`config.mk`:
```
export PLATFORM = sky130hd
export DESIGN_NAME = countdown_wrap_alarm
export DESIGN_NICKNAME = d
export VERILOG_FILES = /design/src/rtl/countdown_wrap_alarm.sv
export SDC_FILE = /design/constraint.sdc
export NUM_CORES = 1
export LEC_CHECK = 0
export BUFFER_PORTS_ARGS = -buffer_cell sky130_fd_sc_hd__buf_2
export CELL_PAD_IN_SITES_DETAIL_PLACEMENT = 1
export CELL_PAD_IN_SITES_GLOBAL_PLACEMENT = 1
export CORE_MARGIN = 4
export CORE_UTILIZATION = 37
export CTS_BUF_LIST = sky130_fd_sc_hd__clkbuf_4
export DETAILED_ROUTE_END_ITERATION = 6
export PLACE_DENSITY_LB_ADDON = 0.1
export SLEW_MARGIN = 20
export SYNTH_ARGS = -nofsm -noshare
export SYNTH_HDL_FRONTEND = slang
export SYNTH_SLANG_ARGS = --single-unit
```
`constraint.sdc`:
```
create_clock -name clk -period 1.66 [get_ports clk]
set_input_delay 0.083 -clock clk [delete_from_list [all_inputs] [get_ports clk]]
set_output_delay 0.083 -clock clk [all_outputs]
set_load 0.1 [all_outputs]
```
`src/rtl/countdown_wrap_alarm.sv`:
```
// Wrap monitor for a free-running down counter: detects 0 -> all-ones,
// counts wraps while armed and holds an alarm until acknowledged.
module countdown_wrap_alarm #(
    parameter int WIDTH      = 4,
    parameter int WRAP_LIMIT = 3
) (
    input  logic             clk,
    input  logic             rst,
    input  logic [WIDTH-1:0] count_in,
    input  logic             arm,
    input  logic             ack,
    output logic             wrap_pulse,
    output logic [7:0]       wrap_cnt,
    output logic             alarm,
    output logic [1:0]       state
);

    typedef enum logic [1:0] {
        IDLE  = 2'd0,
        ARMED = 2'd1,
        ALARM = 2'd2
    } state_t;

    localparam logic [7:0] LIMIT = 8'(WRAP_LIMIT);

    state_t           st_q;
    state_t           st_d;
    logic [7:0]       cnt_d;
    logic [7:0]       cnt_inc;
    logic [WIDTH-1:0] prev;
    logic             prev_valid;
    logic             wrap;

    assign wrap    = prev_valid && (prev == '0) && (count_in == {WIDTH{1'b1}});
    assign cnt_inc = (wrap_cnt == 8'hFF) ? 8'hFF : wrap_cnt + 8'd1;

    always_comb begin
        st_d  = st_q;
        cnt_d = wrap_cnt;
        unique case (st_q)
            IDLE: begin
                if (arm) begin
                    st_d  = ARMED;
                    cnt_d = 8'd0;
                end
            end
            ARMED: begin
                // ack takes priority; a coincident wrap is dropped
                if (ack) begin
                    st_d = IDLE;
                end else if (wrap) begin
                    cnt_d = cnt_inc;
                    if (cnt_inc == LIMIT) st_d = ALARM;
                end
            end
            ALARM: begin
                if (ack) begin
                    st_d = IDLE;
                end else if (wrap) begin
                    cnt_d = cnt_inc;
                end
            end
            default: st_d = IDLE;
        endcase
    end

    always_ff @(posedge clk) begin
        if (rst) begin
            st_q       <= IDLE;
            wrap_cnt   <= 8'd0;
            wrap_pulse <= 1'b0;
            prev       <= '0;
            prev_valid <= 1'b0;
        end else begin
            st_q       <= st_d;
            wrap_cnt   <= cnt_d;
            wrap_pulse <= wrap;
            prev       <= count_in;
            prev_valid <= 1'b1;
        end
    end

    assign alarm = (st_q == ALARM);
    assign state = st_q;

endmodule
```
==> metrics.md <==
| Metric | Value |
|---|---|
| RSZ-0062 raised after global routing | yes |
| Hold_sp | count_in[0] |
| Routed length per placed instance | approximately 16 um |
| R2r worst-path depth | 5 |
| PnR worst setup slack | -0.0442 ns |
| Global Route met1 Usage | 0.241 |
| Max_cap viols | 0 |
| Sequential cell area fraction in the yosys report | 0.352 |
| TritonCTS clock tree | built |
| Number of detailed-route iterations in the first pass | 4 |
| H-tree levels | 1 |
| DP HPWL | approximately 1800 um |
| Post-Place Worst Slack | -0.00163 ns |
| Number of placement rows | 17 |
| Ratio of cells with drive above 1 in the final layout | 0.523 |
| Syn avg cell area | about 9.3 um2 |
| Hold Path Stages | 2 |
| # diodes | 0 |
| CTS Root Cell | clkbuf_4 |
| Ports | 20 |
| Slew Limit Fails | 0 |
| Bufs on Longest Clock Path | 2 |
| IO buf count | 19 |
| Yosys cell types | 39 |
| GP Congestion | 0.834 |
| Via Count | 872 |
| Core area | 2280 um2 |
| Grt met2 use | 0.258 |
| Post-synth EDFFs | 0 |
| Status | finished with violations |
| Commonest non-fill, non-tap cell in the layout | buf_2 |
| Die height | just under 60 um |
| Slew @ Worst Pin | 0.490 ns |
| DR iter-0 viols | 4 |
| Residual DRC | 0 |
| Drt total wl | 2570 um |
| FF-to-FF setup slack | -0.04 ns |
| Largest net degree at the start of global routing | 16 |
| Die ar. | 3320 um2 |
| Pwr Total | 1.02 mW |
| Post-DR vias/cell | about 5.6 |
| Yosys warns | 0 |
| Final period util | 1.03 |
| Hold Path End | prev[0] |
| Synth Flop Type | dfxtp_1 |
| Die Span X | between 50 and 60 um |
| Power per cell area | just over 800 nW/um2 |
| Global-route wire length before repair | 4360 um |
| Worst hold path class | input port to flop |
| Initial antenna violation count | 0 |
| Crit path from | prev[1] |
| Leak | 0.514 nW |
| Post-Syn Nets | 110 |
| GR Layer Usage met3 | 0.0200 |
| Max Clk Rate | 0.587 GHz |
| Synth Instances | 98 |
| Tmin final | 1.70 ns |
| CP arrival | 1.93 ns |
| FFs w/ async S/R, synth | 0 |
| Final setup viols | 2 |
| Worst vdd ir | 0.583 mV |
| Worst-path clk slew | 0.10 ns |
| Max_slew headroom | 0.676 |
| Flip-flop and latch count after synthesis | 16 |
| Total GRT Usage | 0.164 |
| TritonCTS buffer count | 3 |
| CP Launch Type | flop |
| FF-to-FF Start | prev[1] |
| GR peak layer | met2 |
| Grt ovf | 0 |
| Kind of end point of the critical path | flop |
| Initial core utilization | 0.400 |
| Worst Skew | between 0.001 and 0.0015 ns |
| Crit path max fanout | 5 |
| End of the worst register-to-register path | wrap_cnt[0] |
| Nets@finish | 141 |
| Clock latency on the worst-skew pair | 0.28 ns |
| Area growth from synthesis to layout | 39.4% |
| Failing checks | negative setup slack |
| Final hold vios | 0 |
| Cts hold-fix bufs | 0 |
| Kind of critical path | flop to flop |
| Data required, critical path | 1.88 ns |
| Vias in the first global route | 877 |
| Commonest cells after routing, fill and taps aside | buf_2, buf_4, dfxtp_4, dfxtp_1 |
| DRT antenna net count | 0 |
| # fillers | 275 |
| Clk sinks | 16 |
| Synth Cell Area | approximately 910 um2 |
==> logic make-up after synthesis <==
group | Yosys count | synth area share
buf+inv | 11 | 0.0687
compound gates | 29 | 0.275
mux | 3 | 0.0343
simple gates | 35 | 0.216
fa+ha+maj | 4 | 0.0549
flops | 16 | 0.352
==> power by group <==
part	switching, mW	total (mW)	internal [mW]
sequential	0.0190	0.413	0.394
combinational	0.228	0.392	0.163
clock	0.131	0.218	0.0872
==> layer usage <==
metal / share of wire / up-vias
li1: - / 427
met1: 0.49 / 426
met2: 0.47 / 15
met3: 0.029 / 4
met4: 0.010 / 0
met5: 0 / -
==> per-stage QoR <==
step                       util  hold slack, ns  instances  setup TNS (ns)  instance area [um2]
after CTS                 0.542          0.0140        155         -0.0270                 1230
after detailed placement  0.522           0.314        149        -0.00163                 1190
final                     0.558          0.0144        156         -0.0636                 1270
after floorplan               -           0.155         98          -0.635                 1050
after global routing      0.558          0.0156        156          -0.345                 1270
after global placement    0.522           0.305        149               0                 1190
==> how the worst max path moves through the flow <==
stage,endpoint,slack (ns),cells after the start
global route,wrap_cnt[0],-0.1,5
floorplan,state[0],-0.12,6
global placement,wrap_cnt[7],0.04,6
finish,wrap_cnt[0],-0.04,5
CTS,wrap_cnt[0],-0.01,5
detailed placement,wrap_cnt[7],-0.002,6
==> cell usage after synthesis, drive strengths merged (2+ instances only) <==
cell type | n | share of area
dfxtp | 16 | 0.35
a21oi | 6 | 0.033
inv | 6 | 0.025
nand2 | 6 | 0.025
a211oi | 5 | 0.058
nor2 | 5 | 0.021
ha | 4 | 0.055
nand4 | 4 | 0.027
nor2b | 4 | 0.027
nor3 | 4 | 0.022
a21boi | 3 | 0.025
a31oi | 3 | 0.027
buf | 3 | 0.036
o21ai | 3 | 0.016
and3 | 2 | 0.014
clkbuf | 2 | 0.0082
mux2i | 2 | 0.022
nand2b | 2 | 0.014
nand3 | 2 | 0.011
==> flip-flops by register name (all words and copies together), names as in the netlist <==
signal and flops:
wrap_cnt 8, prev 4, state 2, prev_valid 1
wrap_pulse 1
==> layout make-up <==
type,count,area (um2),area share
multi-input cells,72,649,0.511
flip-flops and latches,16,353,0.278
repair buffers,30,181,0.143
well taps,28,35.0,0.0276
inverters,6,25.0,0.0197
clock buffers,3,22.5,0.0177
clock inverters,1,3.75,0.00296
==> worst max-delay path, cell delays in order (launching register included) <==
cell,delay [ns]
dfxtp_1,0.32
or3_4,0.40
o41ai_4,0.28
o211a_4,0.27
mux2_4,0.30
nor2_1,0.07
==> what timing repair did <==
item / CTS / global route
setup buffers: 1 / 1
endpoints found under the setup margin: 4 / 10
endpoints found under the hold margin: 0 / 0
gates resized for setup: 1 / 8
cloned: 1 / 0
pin swaps: 1 / 1
(Power assumes the default switching activity.)
